## src/rtl/gpio_filter_pkg.sv

```systemverilog
// Shared defaults for the GPIO input conditioning stage.
package gpio_filter_pkg;

    localparam int unsigned GPIO_WIDTH       = 32;
    localparam int unsigned GPIO_SYNC_STAGES = 2;
    localparam int unsigned GPIO_PRESCALE_W  = 16;
    localparam int unsigned GPIO_CNT_W       = 4;

endpackage

```

## src/rtl/gpio_input_filter_if.sv

```systemverilog
// Pad-side inputs, filter configuration and conditioned outputs of gpio_input_filter.
interface gpio_input_filter_if
    import gpio_filter_pkg::*;
#(
    parameter int unsigned WIDTH      = GPIO_WIDTH,
    parameter int unsigned PRESCALE_W = GPIO_PRESCALE_W,
    parameter int unsigned CNT_W      = GPIO_CNT_W
);

    logic [WIDTH-1:0]      pad_i;
    logic                  cfg_enable_i;
    logic [PRESCALE_W-1:0] cfg_prescale_i;
    logic [CNT_W-1:0]      cfg_threshold_i;
    logic [WIDTH-1:0]      cfg_bypass_i;
    logic [WIDTH-1:0]      gpio_input_o;
    logic [WIDTH-1:0]      rise_o;
    logic [WIDTH-1:0]      fall_o;
    logic                  tick_o;

    // Side that drives pads and configuration.
    modport master (
        output pad_i,
        output cfg_enable_i,
        output cfg_prescale_i,
        output cfg_threshold_i,
        output cfg_bypass_i,
        input  gpio_input_o,
        input  rise_o,
        input  fall_o,
        input  tick_o
    );

    // The filter itself.
    modport slave (
        input  pad_i,
        input  cfg_enable_i,
        input  cfg_prescale_i,
        input  cfg_threshold_i,
        input  cfg_bypass_i,
        output gpio_input_o,
        output rise_o,
        output fall_o,
        output tick_o
    );

endinterface

```

## src/rtl/gpio_filter_bit.sv

```systemverilog
// One pin: synchroniser chain, stability counter, filtered level and edge pulses.
module gpio_filter_bit
    import gpio_filter_pkg::*;
#(
    parameter int unsigned SYNC_STAGES = GPIO_SYNC_STAGES,
    parameter int unsigned CNT_W       = GPIO_CNT_W
) (
    input  logic             clk_i,
    input  logic             rst_i,
    input  logic             pad_i,
    input  logic             tick_i,
    input  logic             enable_i,
    input  logic             bypass_i,
    input  logic [CNT_W-1:0] thr_i,
    output logic             filt_o,
    output logic             rise_o,
    output logic             fall_o
);

    logic [SYNC_STAGES-1:0] sync_q, sync_d;
    logic                   sync;
    logic [CNT_W-1:0]       cnt_q, cnt_d;
    logic                   filt_q, filt_d;
    logic                   rise_q, rise_d;
    logic                   fall_q, fall_d;
    logic [CNT_W:0]         thr_eff;
    logic [CNT_W:0]         cnt_inc;

    // Shift the pad into the synchroniser; the last stage is the only one the filter sees.
    always_comb begin
        sync_d = {sync_q[SYNC_STAGES-2:0], pad_i};
        sync   = sync_q[SYNC_STAGES-1];
    end

    // Debounce next state: a change is accepted after thr ticks with sync != filt.
    always_comb begin
        // A threshold of 0 behaves like 1 so a pin can never lock up.
        thr_eff = (thr_i == '0) ? (CNT_W + 1)'(1) : {1'b0, thr_i};
        cnt_inc = {1'b0, cnt_q} + (CNT_W + 1)'(1);
        filt_d  = filt_q;
        cnt_d   = cnt_q;
        if (bypass_i) begin
            filt_d = sync;
            cnt_d  = '0;
        end else if (!enable_i) begin
            filt_d = filt_q;
            cnt_d  = cnt_q;
        end else if (sync == filt_q) begin
            // Any return to the filtered level restarts the count.
            cnt_d = '0;
        end else if (tick_i) begin
            if (cnt_inc >= thr_eff) begin
                filt_d = sync;
                cnt_d  = '0;
            end else begin
                cnt_d = cnt_inc[CNT_W-1:0];
            end
        end
        rise_d = ~filt_q & filt_d;
        fall_d = filt_q & ~filt_d;
    end

    // Pin state registers with synchronous reset.
    always_ff @(posedge clk_i) begin
        if (rst_i) begin
            sync_q <= '0;
            cnt_q  <= '0;
            filt_q <= 1'b0;
            rise_q <= 1'b0;
            fall_q <= 1'b0;
        end else begin
            sync_q <= sync_d;
            cnt_q  <= cnt_d;
            filt_q <= filt_d;
            rise_q <= rise_d;
            fall_q <= fall_d;
        end
    end

    assign filt_o = filt_q;
    assign rise_o = rise_q;
    assign fall_o = fall_q;

endmodule

```

## src/rtl/gpio_input_filter.sv

```systemverilog
// GPIO input conditioning: shared sample prescaler plus WIDTH debounced pins.
module gpio_input_filter
    import gpio_filter_pkg::*;
#(
    parameter int unsigned WIDTH       = GPIO_WIDTH,
    parameter int unsigned SYNC_STAGES = GPIO_SYNC_STAGES,
    parameter int unsigned PRESCALE_W  = GPIO_PRESCALE_W,
    parameter int unsigned CNT_W       = GPIO_CNT_W
) (
    input  logic         clk_i,
    input  logic         rst_i,
    gpio_input_filter_if.slave bus
);

    logic [PRESCALE_W-1:0] pcnt_q, pcnt_d;
    logic                  tick;
    logic                  tick_q;
    logic [WIDTH-1:0]      filt;
    logic [WIDTH-1:0]      rise;
    logic [WIDTH-1:0]      fall;

    // Prescaler: >= rather than == so shrinking the period mid-count ticks at once.
    always_comb begin
        tick   = bus.cfg_enable_i && (pcnt_q >= bus.cfg_prescale_i);
        pcnt_d = pcnt_q + PRESCALE_W'(1);
        if (!bus.cfg_enable_i || tick) begin
            pcnt_d = '0;
        end
    end

    // Prescaler count and the registered copy of tick exported for observability.
    always_ff @(posedge clk_i) begin
        if (rst_i) begin
            pcnt_q <= '0;
            tick_q <= 1'b0;
        end else begin
            pcnt_q <= pcnt_d;
            tick_q <= tick;
        end
    end

    for (genvar i = 0; i < WIDTH; i++) begin : g_bit
        gpio_filter_bit #(
            .SYNC_STAGES (SYNC_STAGES),
            .CNT_W       (CNT_W)
        ) u_bit (
            .clk_i    (clk_i),
            .rst_i    (rst_i),
            .pad_i    (bus.pad_i[i]),
            .tick_i   (tick),
            .enable_i (bus.cfg_enable_i),
            .bypass_i (bus.cfg_bypass_i[i]),
            .thr_i    (bus.cfg_threshold_i),
            .filt_o   (filt[i]),
            .rise_o   (rise[i]),
            .fall_o   (fall[i])
        );
    end

    assign bus.gpio_input_o = filt;
    assign bus.rise_o       = rise;
    assign bus.fall_o       = fall;
    assign bus.tick_o       = tick_q;

endmodule

```

## src/flat_wrapper.sv

```systemverilog
// flat-port wrapper written by rule: the top's interface ports become plain ports
module gpio_input_filter_flat import gpio_filter_pkg::*;
#(
    parameter int unsigned WIDTH       = GPIO_WIDTH,
    parameter int unsigned SYNC_STAGES = GPIO_SYNC_STAGES,
    parameter int unsigned PRESCALE_W  = GPIO_PRESCALE_W,
    parameter int unsigned CNT_W       = GPIO_CNT_W
)
  (clk_i, rst_i, bus_pad_i, bus_cfg_enable_i, bus_cfg_prescale_i, bus_cfg_threshold_i, bus_cfg_bypass_i, bus_gpio_input_o, bus_rise_o, bus_fall_o, bus_tick_o);
  gpio_input_filter_if #(.WIDTH(WIDTH), .PRESCALE_W(PRESCALE_W), .CNT_W(CNT_W)) bus_i ();
  input  logic clk_i;
  input  logic rst_i;
  input wire logic [$bits(bus_i.pad_i)-1:0] bus_pad_i;
  input wire logic [$bits(bus_i.cfg_enable_i)-1:0] bus_cfg_enable_i;
  input wire logic [$bits(bus_i.cfg_prescale_i)-1:0] bus_cfg_prescale_i;
  input wire logic [$bits(bus_i.cfg_threshold_i)-1:0] bus_cfg_threshold_i;
  input wire logic [$bits(bus_i.cfg_bypass_i)-1:0] bus_cfg_bypass_i;
  output wire logic [$bits(bus_i.gpio_input_o)-1:0] bus_gpio_input_o;
  output wire logic [$bits(bus_i.rise_o)-1:0] bus_rise_o;
  output wire logic [$bits(bus_i.fall_o)-1:0] bus_fall_o;
  output wire logic [$bits(bus_i.tick_o)-1:0] bus_tick_o;
  assign bus_i.pad_i = bus_pad_i;
  assign bus_i.cfg_enable_i = bus_cfg_enable_i;
  assign bus_i.cfg_prescale_i = bus_cfg_prescale_i;
  assign bus_i.cfg_threshold_i = bus_cfg_threshold_i;
  assign bus_i.cfg_bypass_i = bus_cfg_bypass_i;
  assign bus_gpio_input_o = bus_i.gpio_input_o;
  assign bus_rise_o = bus_i.rise_o;
  assign bus_fall_o = bus_i.fall_o;
  assign bus_tick_o = bus_i.tick_o;
  gpio_input_filter #(.WIDTH(WIDTH), .SYNC_STAGES(SYNC_STAGES), .PRESCALE_W(PRESCALE_W), .CNT_W(CNT_W)) u_core (.clk_i(clk_i), .rst_i(rst_i), .bus(bus_i));
endmodule
```

## config.mk

```make
export PLATFORM = sky130hd
export DESIGN_NAME = gpio_input_filter_flat
export DESIGN_NICKNAME = d
export VERILOG_FILES = /design/src/rtl/gpio_filter_pkg.sv /design/src/rtl/gpio_input_filter_if.sv /design/src/rtl/gpio_filter_bit.sv /design/src/rtl/gpio_input_filter.sv /design/src/flat_wrapper.sv
export SDC_FILE = /design/constraint.sdc
export NUM_CORES = 1
export LEC_CHECK = 0
export ABC_AREA = 0
export BUFFER_PORTS_ARGS = -buffer_cell sky130_fd_sc_hd__buf_2
export CORE_UTILIZATION = 64
export DETAILED_ROUTE_END_ITERATION = 6
export PLACE_DENSITY = 0.9
export SYNTH_ARGS = -nofsm -noshare
export SYNTH_HDL_FRONTEND = slang
export SYNTH_SLANG_ARGS = --single-unit
```

## constraint.sdc

```tcl
create_clock -name clk_i -period 7.4 [get_ports clk_i]
set_clock_uncertainty 0.1 [all_clocks]
set_input_delay 0.37 -clock clk_i [delete_from_list [all_inputs] [get_ports clk_i]]
set_output_delay 0.37 -clock clk_i [all_outputs]
set_load 0.005 [all_outputs]
```

==> results_dict.tcl <==
set metrics [dict create \
    outcome "complete, no violations" \
    setup_slack_ps 3570 \
    max_cap_viol_count 0 \
    grt_start_max_net_pins 71 \
    ys_seq_elements 305 \
    drt-pass1-iter-count 6 \
    yosys.cell_types.count 68 \
    grt_usage_pct 29.8 \
    critical_path_buf_inv_count 1 \
    ys.warnings.count 0 \
    grt_pass1_wl_um 66100 \
    detailedRoute.firstIterationViolations 1341 \
    die_height_um 164 \
    crit_path_max_fanout 15 \
    tritoncts.num_buffers 31 \
    critical_path.startpoint_type "register" \
    synth.area.top_cells "sky130_fd_sc_hd__dfxtp_1, sky130_fd_sc_hd__ha_1, sky130_fd_sc_hd__buf_4" \
    placedCellCount 2247 \
    layoutNonFillerInstCount 2343 \
    grt_antenna_before_repair 1 \
    synth-edff-count 0 \
    powerDensity_nw_per_um2 192 \
    worst_max_slew_margin_expressed_relative_to_the_limit_pct 25.4 \
    setup.worst_path.class "register to register" \
    hold_viol_final 0 \
    slew_violations 0 \
    gp_congestion 0.894 \
    antenna_cells_inserted 0 \
    synth_area_um2 16800 \
    wirelength_um 41200 \
    areaGrowthSynthToFinish_pct 11.4 \
    timing.fmax_ghz 0.261 \
    async_sr_flop_fraction_pct 0 \
    synth_top_area_share_pct 36.3 \
    crit_path_max_incr_delay_ps 950 \
    reg2reg_setup_slack_ps 3570 \
    final_design_area_no_fill_um2 18700 \
    finalCoreUtilization_pct 73.6 \
    place.port_buffers 183 \
    final_worst_hold_slack_ps 19.2 \
    critPathArrivalTime_ps 4210 \
    cts_resized 0 \
    finalSetupTns_ps 0 \
    clkSinkCount 305 \
    p_total_mw 3.59 \
    avgViaCountPerCell 6.22 \
    tritoncts "yes" \
    setup_viol 0 \
    synth.avg_cell_area_um2 8.99 \
    num_io_pins 184 \
    chain_of_cells_forming_the_critical_path "inv_1, ha_1, nand2b_1, a2111o_1, a32o_1, nor2_1, nand2_1, nor2_1" \
    routed_wire_length_per_instance_um 17.6 \
    place_area_um2 17300 \
    fp.dieArea_um2 27000 \
    largest_vdd_supply_drop_uv 175 \
    yosys_most_used_dff "sky130_fd_sc_hd__dfxtp_1" \
    cts_htree_levels 1 \
    synthesis.instances 1873 \
    worst_slew_pin_slew_ps 1110 \
    cellLeakagePower_nw 7.73 \
    post-route-period-util_pct 51.7 \
    worst_path_dominant_cell_family "simple AND/OR/NAND/NOR gates" \
    die_width_um 164 \
    num_vias 14600 \
    fp-row-count 58 \
    initial_core_utilization_pct 66.1 \
    worstSkewPairLatency_ps 570 \
    crit_path_frequent_cell "sky130_fd_sc_hd__nor2_1" \
    detail-route-antenna-nets 0 \
    global_route.overflow_total 0 \
    crit_slowest_cell "sky130_fd_sc_hd__nor2_1" \
    nNetsFinal 2191 \
    clkSlewWorstSetupHoldPaths_ps 60 \
    worst_setup_path_end_kind "register" \
    worstHoldPathType "input port to register" \
    core_area_um2 25500 \
    sequential_fraction_of_the_synthesis_area_pct 36.3 \
    clockRootBuffer "sky130_fd_sc_hd__clkbuf_16" \
    number_of_global_route_vias_before_repair 14100 \
    dp_slack_ps 3620 \
    hpwl_um 27100 \
    drive_above_1_share_pct 15.3 \
    yosysTopAreaCell "sky130_fd_sc_hd__dfxtp_1" \
    detail_route.drc_violations 0 \
    synth.net_count 2074 \
    rsz0062_at_grt "no" \
    cts.path.max_buffers 3 \
    final_period_minus_worst_setup_slack_ps 3830 \
    num-fill-cells 1663 \
    postCtsSetupBuffers 0 \
    critical_path_required_ps 7780 \
]
## tightest hold or removal path, cell delays in order
cell and delay [ps]:
sky130_fd_sc_hd__buf_2 100, sky130_fd_sc_hd__or4_1 110, sky130_fd_sc_hd__o22ai_1 60
## power by group
group	internal, mW	switching (mW)	total, mW
sequential	1.67	0.0188	1.69
combinational	0.118	0.166	0.284
clock	0.943	0.676	1.62
## worst paths after layout
check	depth (start not counted)	startpoint	endpoint
setup / recovery	8	u_core.pcnt_q[0]	u_core.pcnt_q[5]
hold / removal	3	bus_cfg_bypass_i[16]	u_core.g_bit[16].u_bit.cnt_q[3]
setup reg to reg	8	u_core.pcnt_q[0]	u_core.pcnt_q[5]
hold reg to reg	1	u_core.g_bit[25].u_bit.sync_q[0]	u_core.g_bit[25].u_bit.sync_q[1]
## per-layer routing
layer | track usage, % | vias to the layer above | share of wire, %
met5 | 0 | - | 0.032
met4 | 12.1 | 2 | 2.8
met3 | 3.48 | 105 | 6.5
met2 | 53.6 | 647 | 50
met1 | 35.9 | 6902 | 41
li1 | - | 6906 | -
## cells by family after synthesis
kind of cell               synth area share (%)
DFF                                        36.3
muxes                                      2.87
adders and majority gates                  10.3
buffers and inverters                      6.98
xor gates and xnor gates                   4.47
AOI/OAI and AO/OA                          17.4
and+or+nand+nor                            21.6
## cells in the mapped netlist (23+ instances only)
master / count
sky130_fd_sc_hd__inv_1: 60
sky130_fd_sc_hd__o21a_1: 42
sky130_fd_sc_hd__a21o_1: 26
sky130_fd_sc_hd__nor2_1: 116
sky130_fd_sc_hd__xnor2_1: 60
sky130_fd_sc_hd__nand2_1: 143
sky130_fd_sc_hd__mux2i_1: 37
sky130_fd_sc_hd__dfxtp_1: 305
sky130_fd_sc_hd__or2_2: 29
sky130_fd_sc_hd__nor2b_1: 102
sky130_fd_sc_hd__nand2b_1: 50
sky130_fd_sc_hd__xor2_1: 26
sky130_fd_sc_hd__nand3_1: 48
sky130_fd_sc_hd__buf_4: 97
sky130_fd_sc_hd__a32o_1: 30
sky130_fd_sc_hd__nor3_1: 58
sky130_fd_sc_hd__maj3_1: 31
sky130_fd_sc_hd__a21oi_1: 82
sky130_fd_sc_hd__ha_1: 114
sky130_fd_sc_hd__clkbuf_1: 38
sky130_fd_sc_hd__o21ai_0: 42
sky130_fd_sc_hd__o22ai_1: 23
## final cells by class
type	instances	area, um2	share of cell area, %
clock buffers	39	876	4.67
clock inverters	17	185	0.988
multi-input cells	1359	9550	51.0
well taps	330	413	2.20
flip-flops and latches	305	6110	32.6
repair buffers	231	1380	7.36
inverters	62	233	1.24
## registers in the layout (all words and copies together) (netlist names)
name	flops
u_core.g_bit.u_bit.filt_o	32
u_core.bus.tick_o	1
u_core.g_bit.u_bit.cnt_q	128
u_core.g_bit.u_bit.rise_o	32
u_core.g_bit.u_bit.fall_o	32
u_core.pcnt_q	16
u_core.g_bit.u_bit.sync_q	64
## cells in the final DEF, fill, tap and decap left out, types with 21 or more instances in the layout
cell                            count
sky130_fd_sc_hd__inv_1             58
sky130_fd_sc_hd__clkbuf_16         31
sky130_fd_sc_hd__xnor2_1           60
sky130_fd_sc_hd__o21ai_0           42
sky130_fd_sc_hd__dfxtp_1          305
sky130_fd_sc_hd__o2bb2ai_1         21
sky130_fd_sc_hd__nand2_1          143
sky130_fd_sc_hd__buf_2            182
sky130_fd_sc_hd__a21oi_1           82
sky130_fd_sc_hd__nor3_1            58
sky130_fd_sc_hd__mux2i_1           37
sky130_fd_sc_hd__or2_2             29
sky130_fd_sc_hd__nand3_1           48
sky130_fd_sc_hd__o21a_1            42
sky130_fd_sc_hd__o22ai_1           23
sky130_fd_sc_hd__nand2b_1          50
sky130_fd_sc_hd__maj3_1            31
sky130_fd_sc_hd__a32o_1            30
sky130_fd_sc_hd__ha_1             114
sky130_fd_sc_hd__nor2b_1          102
sky130_fd_sc_hd__dlygate4sd3_1     40
sky130_fd_sc_hd__nor2_1           116
sky130_fd_sc_hd__a21o_1            26
sky130_fd_sc_hd__xor2_1            26
## repair_timing
| item | in CTS | in global routing |
|---|---|---|
| hold buffers | 40 | 0 |
| endpoints found under the setup margin | 0 | 0 |
| hold endpoints to repair | 46 | 0 |
No activity file was read; power rests on OpenSTA's default activity.
